**src/rtl/rv32i_pkg.sv**
```systemverilog
// Shared RV32I constants for the fetch front end.
package rv32i_pkg;

  // Default datapath width.
  localparam int unsigned DefaultXlen = 32;

  // addi x0, x0, 0 -- presented on the decode bus whenever no instruction is valid.
  localparam logic [31:0] NopInstr = 32'h0000_0013;

endpackage

```
**src/rtl/rv32i_sync_fifo.sv**
```systemverilog
// Synchronous FIFO with head-of-queue output, flush and occupancy count.
module rv32i_sync_fifo #(
  parameter int unsigned Width = 32,
  parameter int unsigned Depth = 2,
  localparam int unsigned CntW = $clog2(Depth + 1)
) (
  input  logic             clk_i,
  input  logic             rst_i,
  input  logic             flush_i,
  input  logic             push_i,
  input  logic [Width-1:0] data_i,
  input  logic             pop_i,
  output logic [Width-1:0] data_o,
  output logic [CntW-1:0]  count_o
);

  localparam int unsigned PtrW = (Depth > 1) ? $clog2(Depth) : 1;

  logic [Width-1:0] mem_q [Depth];
  logic [PtrW-1:0]  wr_ptr_q, rd_ptr_q;
  logic [CntW-1:0]  count_q;
  logic             do_push, do_pop;

  // Overflow/underflow are blocked here so a misbehaving caller cannot corrupt pointers.
  assign do_push = push_i && (count_q != CntW'(Depth));
  assign do_pop  = pop_i && (count_q != '0);

  assign data_o  = mem_q[rd_ptr_q];
  assign count_o = count_q;

  function automatic logic [PtrW-1:0] ptr_inc(input logic [PtrW-1:0] ptr);
    return (ptr == PtrW'(Depth - 1)) ? '0 : ptr + PtrW'(1);
  endfunction

  // Pointer, count and storage update; flush empties the queue but leaves storage as is.
  always_ff @(posedge clk_i) begin
    if (rst_i) begin
      wr_ptr_q <= '0;
      rd_ptr_q <= '0;
      count_q  <= '0;
      for (int i = 0; i < int'(Depth); i++) begin
        mem_q[i] <= '0;
      end
    end else if (flush_i) begin
      wr_ptr_q <= '0;
      rd_ptr_q <= '0;
      count_q  <= '0;
    end else begin
      if (do_push) begin
        mem_q[wr_ptr_q] <= data_i;
        wr_ptr_q        <= ptr_inc(wr_ptr_q);
      end
      if (do_pop) begin
        rd_ptr_q <= ptr_inc(rd_ptr_q);
      end
      if (do_push && !do_pop) begin
        count_q <= count_q + CntW'(1);
      end else if (!do_push && do_pop) begin
        count_q <= count_q - CntW'(1);
      end
    end
  end

endmodule

```
**src/rtl/rv32i_fetch_buffer.sv**
```systemverilog
// Instruction fetch buffer: issues credit-limited memory requests, tracks their PCs,
// buffers returned words for decode and discards responses orphaned by a redirect.
module rv32i_fetch_buffer #(
  parameter int unsigned XLEN  = rv32i_pkg::DefaultXlen,
  parameter int unsigned DEPTH = 2
) (
  input  logic            clk_in,
  input  logic            reset,
  input  logic            fetch_valid_i,
  input  logic [XLEN-1:0] fetch_address_i,
  output logic            fetch_ready_o,
  input  logic            flush_i,
  output logic            imem_req_o,
  output logic [XLEN-1:0] imem_addr_o,
  input  logic            imem_gnt_i,
  input  logic            imem_rvalid_i,
  input  logic [XLEN-1:0] imem_rdata_i,
  output logic            dec_valid_o,
  input  logic            dec_ready_i,
  output logic [XLEN-1:0] dec_pc_o,
  output logic [XLEN-1:0] dec_instr_o,
  output logic            dec_misalign_o
);

  import rv32i_pkg::*;

  localparam int unsigned CntW  = $clog2(DEPTH + 1);
  localparam int unsigned PcqW  = XLEN + 1;
  localparam int unsigned IbufW = 2 * XLEN + 1;

  logic [CntW-1:0]  out_cnt, occ, drop_q, drop_d;
  logic [CntW+1:0]  used;
  logic             pop, credit, grant, misalign, rsp_take, rsp_drop, flush_sub;
  logic [PcqW-1:0]  pcq_head;
  logic [IbufW-1:0] ibuf_head;

  assign pop      = dec_valid_o && dec_ready_i;
  // Entries already committed (in flight, to be dropped, buffered) minus the one leaving now.
  assign used     = {2'b00, out_cnt} + {2'b00, drop_q} + {2'b00, occ}
                  - {{(CntW + 1){1'b0}}, pop};
  assign credit   = used < (CntW + 2)'(DEPTH);

  assign imem_req_o    = fetch_valid_i && credit && !flush_i && !reset;
  assign imem_addr_o   = {fetch_address_i[XLEN-1:2], 2'b00};
  assign grant         = imem_req_o && imem_gnt_i;
  assign fetch_ready_o = grant;
  assign misalign      = fetch_address_i[1:0] != 2'b00;

  assign rsp_drop  = imem_rvalid_i && (drop_q != '0);
  assign rsp_take  = imem_rvalid_i && (drop_q == '0) && (out_cnt != '0) && !flush_i;
  assign flush_sub = imem_rvalid_i && ((drop_q != '0) || (out_cnt != '0));

  // On redirect every live request becomes a pending drop, less one answered this cycle.
  always_comb begin
    drop_d = drop_q;
    if (flush_i) begin
      drop_d = drop_q + out_cnt - CntW'(flush_sub);
    end else if (rsp_drop) begin
      drop_d = drop_q - CntW'(1);
    end
  end

  // Drop counter register.
  always_ff @(posedge clk_in) begin
    if (reset) begin
      drop_q <= '0;
    end else begin
      drop_q <= drop_d;
    end
  end

  // PCs of granted requests awaiting their response; its count is out_cnt.
  rv32i_sync_fifo #(
    .Width (PcqW),
    .Depth (DEPTH)
  ) u_pc_queue (
    .clk_i   (clk_in),
    .rst_i   (reset),
    .flush_i (flush_i),
    .push_i  (grant),
    .data_i  ({fetch_address_i, misalign}),
    .pop_i   (rsp_take),
    .data_o  (pcq_head),
    .count_o (out_cnt)
  );

  // Returned instructions waiting for decode: {pc, instr, misalign}.
  rv32i_sync_fifo #(
    .Width (IbufW),
    .Depth (DEPTH)
  ) u_instr_buf (
    .clk_i   (clk_in),
    .rst_i   (reset),
    .flush_i (flush_i),
    .push_i  (rsp_take),
    .data_i  ({pcq_head[PcqW-1:1], imem_rdata_i, pcq_head[0]}),
    .pop_i   (pop),
    .data_o  (ibuf_head),
    .count_o (occ)
  );

  assign dec_valid_o    = (occ != '0) && !reset;
  assign dec_pc_o       = dec_valid_o ? ibuf_head[IbufW-1:XLEN+1] : '0;
  assign dec_misalign_o = dec_valid_o && ibuf_head[0];
  // Zero while in reset, NOP whenever the buffer is otherwise empty.
  assign dec_instr_o    = dec_valid_o ? ibuf_head[XLEN:1] :
                          (reset ? '0 : XLEN'(NopInstr));

endmodule

```
**config.mk**
```make
export PLATFORM = sky130hd
export DESIGN_NAME = rv32i_fetch_buffer
export DESIGN_NICKNAME = d
export VERILOG_FILES = /design/src/rtl/rv32i_pkg.sv /design/src/rtl/rv32i_sync_fifo.sv /design/src/rtl/rv32i_fetch_buffer.sv
export SDC_FILE = /design/constraint.sdc
export NUM_CORES = 1
export LEC_CHECK = 0
export ABC_AREA = 1
export BUFFER_PORTS_ARGS = -buffer_cell sky130_fd_sc_hd__buf_2
export CORE_MARGIN = 2
export CORE_UTILIZATION = 35
export DETAILED_ROUTE_END_ITERATION = 8
export GPL_ROUTABILITY_DRIVEN = 0
export SYNTH_ARGS = -nofsm -noshare
export SYNTH_HDL_FRONTEND = slang
export SYNTH_HIERARCHICAL = 1
export SYNTH_SLANG_ARGS = --single-unit
```
**constraint.sdc**
```tcl
create_clock -name clk_in -period 6.27 [get_ports clk_in]
set_input_delay 0.627 -clock clk_in [delete_from_list [all_inputs] [get_ports clk_in]]
set_output_delay 0.627 -clock clk_in [all_outputs]
set_load 0.005 [all_outputs]
```
==> results of run 1 <==
==> sequential cells by signal, summed over array words and instances (netlist names), 2 cells and up, named ones only <==
name                 cells
drop_q                   2
u_instr_buf/count_o      2
u_pc_queue/mem_q        66
u_instr_buf/mem_q      130
u_pc_queue/count_o       2
==> power by group <==
part | switching [µW] | leakage [µW] | internal [µW] | total, µW
registers | 12.7 | 0.00212 | 1560 | 1570
logic | 97.3 | 0.00283 | 59.6 | 157
clock network | 500 | 0.000324 | 713 | 1210
==> per-stage QoR <==
step	instance area [µm²]	hold slack, ns	power (µW)	cells	setup slack [ns]
after global placement	11100	0.502	1760	1413	1.71
after global routing	11800	0.448	3060	1452	1.62
after floorplan	10300	0.453	1710	925	1.76
after CTS	11800	0.415	2990	1452	1.90
final	11800	0.440	2940	1452	1.96
after detailed placement	11100	0.514	1760	1413	1.63
==> critical path: stages, from the launching register on <==
cell      delay, ns
dfxtp_1        0.50
nor2_4         0.09
nor2_4         0.11
inv_4          0.04
nor2_2         0.09
ha_1           0.24
inv_1          0.06
ha_1           0.21
a21o_1         0.18
ha_1           0.18
fa_1           0.37
xor2_1         0.17
nor3b_1        0.19
nand2_1        0.09
nor2_1         0.12
a21boi_4       0.28
nand3b_4       0.40
nand2_1        0.16
buf_4          0.43
==> layer usage <==
metal	vias to the layer above	global-route usage, %	wire length (µm)
li1	3133	-	-
met1	2948	17.5	9430
met2	149	23.4	9950
met3	26	1.96	1030
met4	0	3.30	352
met5	-	0	0
==> synthesized netlist by cell type <==
cell type and count:
a21boi_4 2, a21o_1 1, a21oi_1 4, buf_2 11, buf_4 34, buf_6 19
clkbuf_1 5, conb_1 1, dfxtp_1 12, edfxtp_1 196, fa_1 2, ha_1 9
inv_1 190, inv_2 2, inv_4 1, mux2_2 98, nand2_1 33, nand3_1 5
nand3_4 1, nand3b_1 1, nand3b_2 1, nand3b_4 1, nand4_1 2, nor2_1 210
nor2_2 66, nor2_4 2, nor3_1 1, nor3b_1 1, o21ai_0 9, or2_2 1
xnor2_1 1, xor2_1 2
==> kinds of logic (layout without fill, tap and decap cells) <==
kind of cell / Yosys count / count (layout)
multiplexers: 98 / 98
flip-flops: 208 / 208
XOR/XNOR: 3 / 3
adder cells (fa/ha/maj): 11 / 11
buffers and inverters: 262 / 405
other: 1 / 2
AND/OR/NAND/NOR: 325 / 325
AO/OA/AOI/OAI: 16 / 16
==> cell type report <==
class	instances	area (µm²)	area share [%]
multi-input combinational	455	2900	24.6
timing repair buffer	173	878	7.45
clock inverter	8	63.8	0.542
clock buffer	31	606	5.14
tap	384	480	4.08
sequential	208	6130	52.0
inverter	193	727	6.17
==> path summary, 6_finish.rpt <==
path / start / endpoint / slack [ns] / cells after the start
hold reg to reg: u_instr_buf/wr_ptr_q$_SDFFE_PP0P_ / u_instr_buf/wr_ptr_q$_SDFFE_PP0P_ / 0.52 / 2
hold / removal: imem_rdata_i[3] / u_instr_buf/mem_q[1][4]$_SDFFCE_PN0P_ / 0.44 / 3
setup / recovery: u_instr_buf/count_o[1]$_SDFFE_PP0P_ / u_pc_queue/mem_q[0][20]$_SDFFCE_PN0P_ / 1.96 / 18
setup reg to reg: u_instr_buf/count_o[1]$_SDFFE_PP0P_ / u_pc_queue/mem_q[0][20]$_SDFFCE_PN0P_ / 1.96 / 18
==> qor.yml, run 1 <==
rows: 62
mostFrequentLayoutCell: "nor2_1"
crit_arrival_ns: 4.44
yosys-top-cells-area: "edfxtp_1 (57%), mux2_2 (11%), nor2_1 (7.7%)"
worst_pin_slew_ns: 1.08
hold_class: "input port to flip-flop"
cts_hold_buf: 0
grt_pass1_wl_mm: 32.4
synth-xor-area-share_pct: 0.256
final_cell_mix: "nor2_1 (210), edfxtp_1 (196), inv_1 (190), buf_2 (168), mux2_2 (98)"
grt_max_degree: 66
clockBufferDepth: 3
grt-ovfl-total: 0
yosys.area.top_type: "edfxtp_1"
finish.utilization_pct: 40.9
dr_total_vias: 6256
yosys.cell_types.count: 32
layout-drive-gt1-share_pct: 35.7
slew_violations: 0
portBuffers: 168
required_ns: 6.40
die_h_um: 175
cts_setup_buffers: 0
power_density_nw_per_um2: 250
fp.dieW_um: 175
cts_resized: 0
yosys.area_share.simple_pct: 14.2
io_pins: 171
synth_top_area_share_pct: 57.4
relSlewSlack_pct: 27.9
post-dp-hpwl_mm: 12.7
fmax_ghz: 0.232
synth-compound-area-share_pct: 1.07
vias_per_cell: 4.31
syn_avg_cell_area_um2: 11.1
route.detailed.drc: 0
peakVddDrop_mv: 0.163
cts-root-buf: "clkbuf_16"
dieArea_um2: 30700
clkLatencyLatePin_ns: 0.49
synthCells: 924
grt_usage_pct: 13.4
dr.pass1.iters: 4
ys_seq_area_share_pct: 59.8
worst_setup_path_end_kind: "flip-flop"
worst_setup_path_start_kind: "flip-flop"
drtIter0Drc: 261
clock-sinks: 208
diodes: 0
ys_ff_latch: 208
finalCritPeriodShare_pct: 68.7
timing.final.hold_violations: 0
start_util_pct: 35.6
clk_pin_slew_ns: 0.06
ys_warn_count: 6
syn_to_final_growth_pct: 14.9
post-route-min-period_ns: 4.31
drt-total-wl_mm: 20.8
setup_viol: 0
cts_tree: "done"
status: "completed"
path_class: "flip-flop to flip-flop"
coreArea_um2: 28800
fillers: 2813
leakage_uw: 0.00528
nNetsFinal: 1136
wl_per_cell_um: 14.3
antenna_found_initial: 0
drv_cap: 0
tns_ns: 0
ant_nets: 0
synth_top_family_by_area: "simple AND/OR/NAND/NOR gates"
finalClockSkew_ns: 0.00814
yosys.area_share.adder_pct: 1.49
cp_max_fo: 35
htreeDepth: 1
grt_pass1_vias: 6195
cts_buffers: 23
rsz0062_at_grt: "no"
synth.area.mux_share_pct: 10.8
syn-cell-area_um2: 10300
Note: power is estimated with default switching activity, not from simulation.
==> run 2, diff against run 1 <==
==> constraint.sdc (replaced) <==
create_clock -name clk_in -period 3.5 [get_ports clk_in]
set_input_delay 0.35 -clock clk_in [delete_from_list [all_inputs] [get_ports clk_in]]
set_output_delay 0.35 -clock clk_in [all_outputs]
set_load 0.005 [all_outputs]
==> run 2 against run 1 <==
Via count increased by 4.0%. First-iteration DRC count increased by 61%. Global-route usage is 0.066 points lower. Sequential cell count did not move. Largest cell class unchanged.
==> qor.yml, run 2 (synthesized netlist as in run 1, its figures left out) <==
wl_met1_mm: 9.40
worst_pin_slew_ns: 1.03
relSlewSlack_pct: 31.1
grt_pass1_wl_mm: 32.6
fp.dieW_um: 175
finalClockSkew_ns: 0.0129
crit_slowest_cell: "fa_1"
die_h_um: 175
diodes: 0
setup_viol: 0
peakVddDrop_mv: 0.272
mostFrequentLayoutCell: "edfxtp_1"
pre_cts_ws_ns: 0.000478
cpPeakStageDelay_ns: 0.44
grt-ovfl-total: 0
io_pins: 171
cts_tree: "done"
regArea_um2: 6140
nNetsFinal: 1161
power_density_nw_per_um2: 427
route.detailed.drc: 0
reg.largest.list: "u_instr_buf/mem_q: 130 flops, u_pc_queue/mem_q: 66 flops"
tns_ns: 0
clk_pin_slew_ns: 0.06
hold_class: "input port to flip-flop"
fillers: 2713
multiInputGateArea_um2: 3210
grt_max_degree: 67
htreeDepth: 1
wl_met3_mm: 1.09
largest_reg_flops: 130
crit_arrival_ns: 3.63
cts_buffers: 22
cpMostUsedCell: "nor2_4"
instances_no_fill: 1479
path_class: "flip-flop to flip-flop"
drv_cap: 0
timing.final.hold_violations: 0
ant_nets: 0
dieArea_um2: 30700
start_util_pct: 35.6
fin_hold_ws_ns: 0.156
met2_length_mm: 10.9
grt_pass1_vias: 6348
worst_setup_path_start_kind: "flip-flop"
post-dp-hpwl_mm: 12.6
portBuffers: 168
clkLatencyLatePin_ns: 0.51
slew_violations: 0
antenna_found_initial: 0
crit_chain: "nor2_4, nor2_4, inv_4, nor2_4, ha_4, inv_2, fa_1, ha_2, fa_2, xor2_1, nor3b_1, nand2_1, nor2_2, a21boi_4, nand3b_4, buf_6, nand2_8"
required_ns: 3.69
syn_to_final_growth_pct: 21.6
rows: 62
drtIter0Drc: 420
post-route-min-period_ns: 3.44
grt_usage_pct: 13.4
leakage_uw: 0.00548
dr_total_vias: 6504
coreArea_um2: 28800
top_register: "u_instr_buf/mem_q"
setup_ws_ns: 0.0635
finalCritPeriodShare_pct: 98.2
clockBufferDepth: 3
worst_setup_path_end_kind: "flip-flop"
fmax_ghz: 0.291
rsz0062_at_grt: "yes"
clock-sinks: 208
dp.cells: 1422
wl_per_cell_um: 14.9
vias_per_cell: 4.40
finish.utilization_pct: 43.3
final_cell_mix: "edfxtp_1 (196), inv_1 (187), buf_2 (167), nor2_1 (162), nor2_2 (99)"
dr.pass1.iters: 4
layout-drive-gt1-share_pct: 42.6
status: "completed"
drt-total-wl_mm: 22.0
highest_layer: "met4"
cp_max_fo: 17
cts-root-buf: "clkbuf_16"
## run 2: cell types whose count changed in the layout (fill, tap and decap cells not counted), moves of 5 or more
cell / before / now
buf_4: 5 / 11
buf_6: 0 / 8
clkbuf_16: 23 / 28
nor2_1: 210 / 162
nor2_2: 66 / 99
nor2_4: 2 / 17
## run 2: final timing paths
check / depth (start not counted) / slack [ns] / startpoint / to
setup reg to reg: 17 / 0.06 / u_instr_buf/count_o[1]$_SDFFE_PP0P_ / u_pc_queue/mem_q[0][20]$_SDFFCE_PN0P_
setup / recovery: 17 / 0.06 / u_instr_buf/count_o[1]$_SDFFE_PP0P_ / u_pc_queue/mem_q[0][20]$_SDFFCE_PN0P_
hold / removal: 3 / 0.16 / imem_rdata_i[30] / u_instr_buf/mem_q[1][31]$_SDFFCE_PN0P_
hold reg to reg: 2 / 0.52 / u_instr_buf/wr_ptr_q$_SDFFE_PP0P_ / u_instr_buf/wr_ptr_q$_SDFFE_PP0P_
## run 2: power breakdown
part	switching, µW	internal (µW)
Sequential	22.0	2790
Clock	927	1270
Combinational	192	121
## run 2: area by class of cell
type | instances | area share (%)
inverter | 193 | 5.83
timing repair buffer | 197 | 9.97
multi-input combinational | 457 | 25.7
tap | 384 | 3.85
clock inverter | 13 | 0.672
clock buffer | 27 | 4.74
sequential | 208 | 49.2
## run 2: metrics by stage
stage          instance area, µm²  total power (µW)
3_5_place_dp                11300              3160
6_report                    12500              5320
2_1_floorplan               10300              3060
3_3_place_gp                11300              3160
4_1_cts                     11900              5370
5_1_grt                     12500              5550
## run 2: timing repair
action | in CTS | in global routing
gates cloned | 0 | 10
setup buffers | 0 | 7
hold buffers | 0 | 0
pin swaps | 4 | 14
gates resized for setup | 0 | 86
setup endpoints to repair | 1 | 137
## run 2: critical path, delay by kind of cell (launching register included)
kind	cells	cell delay, ns
DFF	1	0.36
buffers and inverters	3	0.23
xor gates and xnor gates	1	0.14
adders and majority gates	4	1.11
and+or+nand+nor	8	0.99
AOI/OAI and AO/OA	1	0.29
## run 2: per-layer routing
metal	vias to the layer above	global-route usage, %
met4	0	4.51
met3	39	2.33
met2	163	22.9
li1	3201	-
met5	-	0
met1	3101	17.0
